## config.mk

```make
export PLATFORM = sky130hd
export DESIGN_NAME = tdm_demux_1x8
export DESIGN_NICKNAME = d
export VERILOG_FILES = /design/src/rtl/tdm_demux_1x8.sv
export SDC_FILE = /design/constraint.sdc
export NUM_CORES = 1
export LEC_CHECK = 0
export ABC_AREA = 1
export CAP_MARGIN = 25
export CORE_MARGIN = 2
export CORE_UTILIZATION = 28
export DETAILED_ROUTE_END_ITERATION = 8
export DONT_BUFFER_PORTS = 1
export PLACE_DENSITY_LB_ADDON = 0.25
export SLEW_MARGIN = 20
export SYNTH_ARGS = -nofsm -noshare
export SYNTH_HDL_FRONTEND = slang
export SYNTH_SLANG_ARGS = --single-unit
```

## constraint.sdc

```tcl
create_clock -name clk -period 3.1 [get_ports clk]
set_input_delay 0.31 -clock clk [delete_from_list [all_inputs] [get_ports clk]]
set_output_delay 0.31 -clock clk [all_outputs]
set_load 0.05 [all_outputs]
```

## src/rtl/tdm_demux_1x8.sv

```systemverilog
// 1-to-8 TDM serial demultiplexer: hunts for a frame marker, then collects eight
// slot bits into a shadow register and publishes each complete frame on y.
module tdm_demux_1x8 (
  input  logic       clk,
  input  logic       rst,
  input  logic       din,
  input  logic       din_valid,
  input  logic       sync,
  output logic [7:0] y,
  output logic       frame_valid,
  output logic [2:0] slot,
  output logic       locked,
  output logic       sync_err
);

  typedef enum logic [0:0] {StHunt, StLock} state_e;

  state_e     state_q, state_d;
  logic [2:0] slot_q, slot_d;
  logic [7:0] shadow_q, shadow_d;
  logic [7:0] y_q, y_d;
  logic       frame_valid_q, frame_valid_d;
  logic       sync_err_q, sync_err_d;

  always_ff @(posedge clk) begin
    if (rst) begin
      state_q       <= StHunt;
      slot_q        <= 3'd0;
      shadow_q      <= 8'h00;
      y_q           <= 8'h00;
      frame_valid_q <= 1'b0;
      sync_err_q    <= 1'b0;
    end else begin
      state_q       <= state_d;
      slot_q        <= slot_d;
      shadow_q      <= shadow_d;
      y_q           <= y_d;
      frame_valid_q <= frame_valid_d;
      sync_err_q    <= sync_err_d;
    end
  end

  always_comb begin
    state_d       = state_q;
    slot_d        = slot_q;
    shadow_d      = shadow_q;
    y_d           = y_q;
    frame_valid_d = 1'b0;
    sync_err_d    = 1'b0;

    unique case (state_q)
      StHunt: begin
        if (din_valid && sync) begin
          shadow_d[0] = din;
          slot_d      = 3'd1;
          state_d     = StLock;
        end
      end
      StLock: begin
        if (din_valid) begin
          if (sync && (slot_q != 3'd0)) begin
            // Misplaced marker: drop the partial frame and realign on this bit.
            sync_err_d = 1'b1;
            shadow_d   = {7'b0, din};
            slot_d     = 3'd1;
          end else begin
            shadow_d[slot_q] = din;
            slot_d           = slot_q + 3'd1;
            if (slot_q == 3'd7) begin
              y_d           = {din, shadow_q[6:0]};
              frame_valid_d = 1'b1;
            end
          end
        end
      end
      default: state_d = StHunt;
    endcase
  end

  assign y           = y_q;
  assign frame_valid = frame_valid_q;
  assign slot        = slot_q;
  assign locked      = (state_q == StLock);
  assign sync_err    = sync_err_q;

endmodule
```

After elaboration in Yosys (flattened, before gate mapping)
Cells that the tools add are included.

Register bits after elaboration: 22. Word-level logic and storage cells: 40.

Add/sub/neg operators: 1. Magnitude comparators: 2. Equal/unequal tests: 3. Mux-type cells: 15. Bitwise logic cells: 3. Reductions and logical operators: 9.

Operator list (count): 3-bit 2-to-1 mux (3); 8-bit bitwise mux (1); 8-bit 2-to-1 mux (1); 1-bit 2-to-1 mux (7); 3-bit case mux with 2 select lines (1); 3-bit by 4-bit < comparator with 1-bit output (second input constant) (1); 2-bit inequality test (second input constant) (2); 2-bit AND reduction (2); 4-bit AND reduction (1); 4-bit OR reduction (1); 3-bit by 1-bit adder with 3-bit output (second input constant) (1); 1-bit demux with 3-bit select (1); 3-bit == test (second input constant) (1); 3-bit by 1-bit >= comparator with 1-bit output (second input constant) (1); 1-bit logical AND (3); 1-bit NOT (3); 3-bit nonzero test (1); 3-bit OR reduction (1); 1-bit case mux with 2 select lines (1).

Logic depth before layout (Yosys ltp)
Gate-level depths: netlist of run 1.

Depth in word-level cells: 8. Depth in mapped cells: 9.

Least setup slack after synthesis of run 1
No wires, ideal clock.

Kind: reg2reg. Start: register slot_q[0], in the netlist slot[0]. End: register shadow_q[5]. Arrival: 1653 ps. Data required time: 2969 ps. Setup slack: 1317 ps. Stages on the path, launching flop included: 10. Clock period less this slack: 1783 ps. Path through: dfxtp_1 inv_1 ha_1 nand2_2 nand2_4 buf_6 nand2_1 nand2_1 nand2_1 a21oi_2.

Cells in the longest elaborated chain, start to end: 6. Elaborated cells between the ends (all ways): 9.

RTL lines: start, declared (RTL line 19) `logic [2:0] slot_q, slot_d;`; start signal, assigned (RTL line 35) `slot_q <= slot_d;`; 3-bit by 4-bit < comparator with 1-bit output (not written as such) or 3-bit by 1-bit >= comparator with 1-bit output (tied branches) (RTL line 67) `shadow_d[slot_q] = din;`; 1-bit logical AND (not written as such) (RTL line 67); 1-bit 2-to-1 mux (not written as such) (RTL line 67); 1-bit demux with 3-bit select (RTL line 67); 8-bit bitwise mux (RTL line 67); 8-bit 2-to-1 mux (*) (RTL line 61) `if (sync && (slot_q != 3'd0)) begin`; end signal, assigned (RTL line 36) `shadow_q <= shadow_d;`; end, declared (RTL line 20) `logic [7:0] shadow_q, shadow_d;`.

Mark *: on every way between the ends. The rest lies on a longest branch, timed or not. A chain may end at the register's enable or synchronous reset.

Worst setup path after layout of run 1
Start: register slot_q[0], in the netlist slot[0]. End: register y_q[2], in the netlist y[2].

Cells in the longest elaborated chain, start to end: 4. Elaborated cells between the ends (all ways): 5.

RTL lines: 3-bit nonzero test (RTL line 61); 1-bit logical AND (RTL line 61); 1-bit NOT (no source line); 4-bit AND reduction (no source line) (*); end signal, assigned (RTL line 37) `y_q <= y_d;`; end, declared (RTL line 21) `logic [7:0] y_q, y_d;`.

Marked as above.

==> results.cfg, run 1 <==
[run_status]
status = finished, final reports clean

[setup_path]
critPathLaunch = slot[0]$_SDFFE_PP0P_
crit_top_cell = nand2_2
crit_required_ns = 3.34
arrival_ns = 2.28
crit_slowest_cell = dfxtp_1
worstRegToRegCells = 7
end_kind = flop
crit_chain = inv_1 -> ha_1 -> nand2_2 -> nand2_4 -> nand2_2 -> nand2_1 -> a21oi_1
cp_num_buf_inv = 1
crit_type = reg2reg
cp_top_family = flip-flops
regToRegSetupSlack_ns = 1.07
crit_cells = 7
start_kind = flop
critPathMaxFanout = 23
worstSetupEndpoint = y[2]$_SDFFE_PP0P_
cpPeakStageDelay_ns = 0.81
timing.rr.start = slot[0]$_SDFFE_PP0P_
r2r_end = y[2]$_SDFFE_PP0P_

[route]
vias_per_cell = 4.67
first_iter_violations = 55
wl_per_cell_um = 11.6
dr.pass1.iters = 4
routed-via-count = 790
ant_nets = 0
drc = 0
wl_mm = 1.97

[synth]
yosys-top-cells-area = dfxtp_1 44%, nand2_1 12%, a21oi_1 8.4%, nand3_1 7.8%, ha_1 3.9%
synth_compound_area_share_pct = 13.3
synthSimpleGateAreaFrac_pct = 32.5
ys_seq_area_share_pct = 43.9
yosysTopAreaCell = dfxtp_1
synth_area_um2 = 958
synth_xor_area_share_pct = 0
yosysTopAreaCellShare_pct = 43.9
synth_adder_area_share_pct = 3.92
synth_top_family_by_area = simple AND/OR/NAND/NOR gates
syn-num-nets = 131
yosysWarnings = 0
synthCells = 123
yosys_register_bits = 21
synthMuxAreaShare_pct = 0
ys_types = 22
synth.avg_cell_area_um2 = 7.79

[cells_and_area]
layout_common_cells = 31 x nand2_1, 21 x dfxtp_1, 16 x a21oi_1, 15 x nand3_1, 7 x inv_1
antennaDiodeCount = 0
nNetsFinal = 132
drive_above_1_share_pct = 13.0
syn2layout_area_growth_pct = 5.61
final_common_cell = nand2_1
fill_cells = 386

[global_routing]
overflow = 0
grt_use_total_pct = 10.6
grt_pass1_vias = 761
grt_start_max_net_pins = 24
antenna_found_initial = 0
grt_pass1_wl_mm = 3.39

[timing]
slew_viol_final = 0
hold_violations = 0
fin_crit_sh_pct = 65.6
finalSetupViolCount = 0
fin_tns_setup_ns = 0
rsz0062_at_grt = false
max_freq_mhz = 492
timing.final.ws_setup_ns = 1.07
final.min_clock_period_ns = 2.03
fin_skew_ns = 0.00218
tightest_slew_ns = 0.728
slew_headroom_pct = 51.4

[die]
coreArea_um2 = 3310
chipWidth_um = 62.5
core.rowCount = 21
num_io_pins = 19
die_h_um = 62.5
dieArea_um2 = 3910
initial_core_util_pct = 28.9

[placed_design]
place_hpwl_mm = 1.47
routabilityCongestion = 0.724
pre_cts_ws_ns = 1.10
port_buffers = 0

[clocking]
cts_resized = 0
tritoncts = built
cts_root_buf = clkbuf_4
cts_setup_buffers = 0
clk_pin_slew_worst_paths_ns = 0.12
htreeDepth = 1
cts-buffers-inserted = 3
clk_latency_ns = 0.30
cts_hold_buffers = 0
cts.sinks = 21
clock_path_buffers = 2

[worst_hold_path]
hp-class = in2reg
min_path_cells = 1

[pwr]
p_leak_nw = 0.366
powerDensity_nw_per_um2 = 477
design_power_total_w = 0.000483
max-vdd-ir-drop_mv = 0.210

[flow_run]
cap_viol_max_count = 0
==> registers in the layout (all words and copies together), names as in the netlist <==
signal and count:
shadow_q 7, y 8, slot 3, frame_valid 1, sync_err 1, locked 1
==> power by group <==
group	total [W]	internal, W	switching, W	leakage [nW]
Sequential	0.000300	0.000276	0.0000241	0.170
Clock	0.000135	0.0000481	0.0000867	0.0177
Combinational	0.0000488	0.0000156	0.0000332	0.178
==> cells in the mapped netlist, drive strengths merged <==
library cell,instances
clkbuf,1
nand4,1
buf,3
o21ai,3
inv,8
dfxtp,21
nor3,1
a31oi,1
a21oi,19
nand2,37
nand3b,5
nand3,15
nor2,5
ha,3
==> worst min path at each step <==
| stage | startpoint | to | slack (ns) |
|---|---|---|---|
| floorplan | shadow_q[4]$_SDFFE_PP0P_ | shadow_q[4]$_SDFFE_PP0P_ | 0.44 |
| global placement | rst | shadow_q[5]$_SDFFE_PP0P_ | 0.38 |
| detailed placement | rst | shadow_q[3]$_SDFFE_PP0P_ | 0.38 |
| CTS | rst | shadow_q[3]$_SDFFE_PP0P_ | 0.03 |
| global route | rst | shadow_q[2]$_SDFFE_PP0P_ | 0.02 |
| finish | rst | shadow_q[5]$_SDFFE_PP0P_ | 0.05 |
==> layer usage <==
metal / up-vias / wire length (um) / track usage (%)
li1: 413 / - / -
met1: 354 / 959 / 13.8
met2: 21 / 851 / 16.7
met3: 2 / 149 / 4.68
met4: 0 / 8 / 1.67
met5: - / 0 / 0
==> area by class of cell <==
| type | instances | area (um2) | share of cell area [%] |
|---|---|---|---|
| multi-input cells | 90 | 477 | 47.1 |
| flip-flops and latches | 21 | 420 | 41.5 |
| inverters | 8 | 30.0 | 2.97 |
| clock buffers | 3 | 22.5 | 2.22 |
| well taps | 46 | 57.6 | 5.69 |
| clock inverters | 1 | 5.00 | 0.494 |
==> kinds of logic after synthesis <==
| group | after synthesis |
|---|---|
| buf+inv | 12 |
| fa+ha+maj | 3 |
| compound gates | 23 |
| flops | 21 |
| simple gates | 64 |
==> worst reg2reg max path, cell delays in order, from the launching register on <==
cell and delay, ns:
dfxtp_1 0.81, inv_1 0.23, ha_1 0.27, nand2_2 0.10
nand2_4 0.16, nand2_2 0.20, nand2_1 0.07, a21oi_1 0.14
==> stage by stage <==
stage          hold slack, ns  instances  util [%]  cell area (um2)
3_5_place_dp            0.377        165      29.7              985
3_3_place_gp            0.377        165      29.7              985
6_report               0.0511        169      30.6             1010
4_1_cts                0.0346        169      30.6             1010
2_1_floorplan           0.439        123         -              958
5_1_grt                0.0191        169      30.6             1010
Note: power is estimated with default switching activity, not from simulation.
==> run 2, diff against run 1 <==
- clock period: 3.1 -> 1.7 ns (I/O delays scaled with it)
==> run 2 against run 1 <==
  * Critical path depth unchanged
  * Non-clock buffer count increased by 13
  * Core utilization increased by 3.1 points
  * Sequential power increased by 72%
  * Sequential cell count unchanged
  * First-iteration DRC count decreased by 71%
  * Via count increased by 6.5%
  * Global-route usage increased by 0.98 points
  * Power increased by 85%
  * Critical path type unchanged
  * Largest cell class unchanged
==> results.cfg, run 2 (synthesis gave the netlist of run 1 again) <==
[cells_and_area]
finalInstanceArea_um2 = 1110
fill_cells = 378
seqCellArea_um2 = 423
syn2layout_area_growth_pct = 16.2
multi_input_area_um2 = 477
drive_above_1_share_pct = 21.3
nNetsFinal = 145
final_common_cell = nand2_1
layout_common_cells = 31 x nand2_1, 19 x dfxtp_1, 16 x a21oi_1, 15 x nand3_1, 12 x buf_4
antennaDiodeCount = 0
largest_reg_flops = 8

[timing]
slew_headroom_pct = 54.5
hold_violations = 0
fin_skew_ns = 0.00306
rsz0062_at_grt = false
fin_tns_setup_ns = 0
fin_hold_ws_ns = 0.0199
fin_crit_sh_pct = 84.5
finalSetupViolCount = 0
max_freq_mhz = 696
final.min_clock_period_ns = 1.44
timing.final.ws_setup_ns = 0.264
tightest_slew_ns = 0.680
slew_viol_final = 0

[route]
drc = 0
wl_per_cell_um = 11.1
ant_nets = 0
first_iter_violations = 16
vias_per_cell = 4.62
dr.pass1.iters = 4
routed-via-count = 841
wl_mm = 2.02

[die]
chipWidth_um = 62.5
die_h_um = 62.5
coreArea_um2 = 3310
initial_core_util_pct = 28.9
num_io_pins = 19
dieArea_um2 = 3910
core.rowCount = 21

[pwr]
p_comb_share_pct = 15.7
p_leak_nw = 0.433
p_clk_share_pct = 26.6
swShare_pct = 29.1
powerDensity_nw_per_um2 = 803
max-vdd-ir-drop_mv = 0.560
p_seq_share_pct = 57.8
p_sw_w = 0.000260
design_power_total_w = 0.000894
internal-power_w = 0.000634

[placed_design]
place_hpwl_mm = 1.55
pre_cts_ws_ns = 0.289
port_buffers = 0
postPlaceCellArea_um2 = 1080
routabilityCongestion = 0.779

[setup_path]
arrival_ns = 1.67
crit_type = reg2reg
critPathMaxFanout = 23
crit_required_ns = 1.93
start_kind = flop
end_kind = flop

[global_routing]
antenna_found_initial = 0
grt_pass1_vias = 827
overflow = 0
grt_start_max_net_pins = 24
grt_pass1_wl_mm = 3.71
grt_use_total_pct = 11.6

[run_status]
status = finished, final reports clean

[clocking]
cts-buffers-inserted = 3
cts_root_buf = clkbuf_4
tritoncts = built
clk_pin_slew_worst_paths_ns = 0.11
htreeDepth = 1
cts_setup_buffers = 0
clk_latency_ns = 0.30
cts_resized = 0
cts.sinks = 21
clock_path_buffers = 2

[worst_hold_path]
hp-class = in2reg

[flow_run]
cap_viol_max_count = 0
-- run 2: through the flow --
step           cells  utilization [%]
2_1_floorplan    123                -
6_report         182             33.6
3_3_place_gp     177             32.5
5_1_grt          182             33.6
4_1_cts          182             33.6
3_5_place_dp     177             32.5
-- run 2: power by group through the flow --
stage / registers (W) / logic (W) / clock network, W
2_1_floorplan: 0.000554 / 0.0000905 / 0
3_3_place_gp: 0.000527 / 0.000130 / 0
3_5_place_dp: 0.000528 / 0.000133 / 0
4_1_cts: 0.000517 / 0.000142 / 0.000248
5_1_grt: 0.000519 / 0.000160 / 0.000268
6_report: 0.000517 / 0.000140 / 0.000238
-- run 2: timing repair --
| item | in CTS | in global routing |
|---|---|---|
| endpoints found under the hold margin | 17 | 0 |
| hold buffers | 1 | 0 |
| endpoints found under the setup margin | 0 | 0 |
-- run 2: critical path, cell delays in order, from the launching register on --
cell	delay, ns
dfxtp_2	0.40
inv_1	0.10
ha_1	0.22
nand2_2	0.09
nand2_4	0.15
nand2_2	0.20
nand2_1	0.07
a21oi_1	0.12
-- run 2: worst paths after layout --
path / endpoint / start / slack, ns / cells past startpoint
worst min register to register: shadow_q[1]$_SDFFE_PP0P_ / shadow_q[1]$_SDFFE_PP0P_ / 0.47 / 2
worst max-delay path: y[0]$_SDFFE_PP0P_ / slot[0]$_SDFFE_PP0P_ / 0.26 / 7
worst max register to register: y[0]$_SDFFE_PP0P_ / slot[0]$_SDFFE_PP0P_ / 0.26 / 7
worst min-delay path: locked$_SDFF_PP0_ / sync / 0.02 / 2
-- run 2: cell type report --
class,count,share of cell area (%)
timing repair buffer,13,8.99
inverter,8,2.70
tap,46,5.17
multi-input combinational,90,42.8
sequential,21,38.0
clock buffer,4,2.36
-- run 2: layer usage --
metal | global-route usage (%) | vias to the layer above | routed length [um]
met1 | 14.7 | 377 | 946
met4 | 1.67 | 0 | 7
met2 | 18.8 | 24 | 905
met3 | 4.86 | 2 | 158
li1 | - | 438 | -
met5 | 0 | - | 0
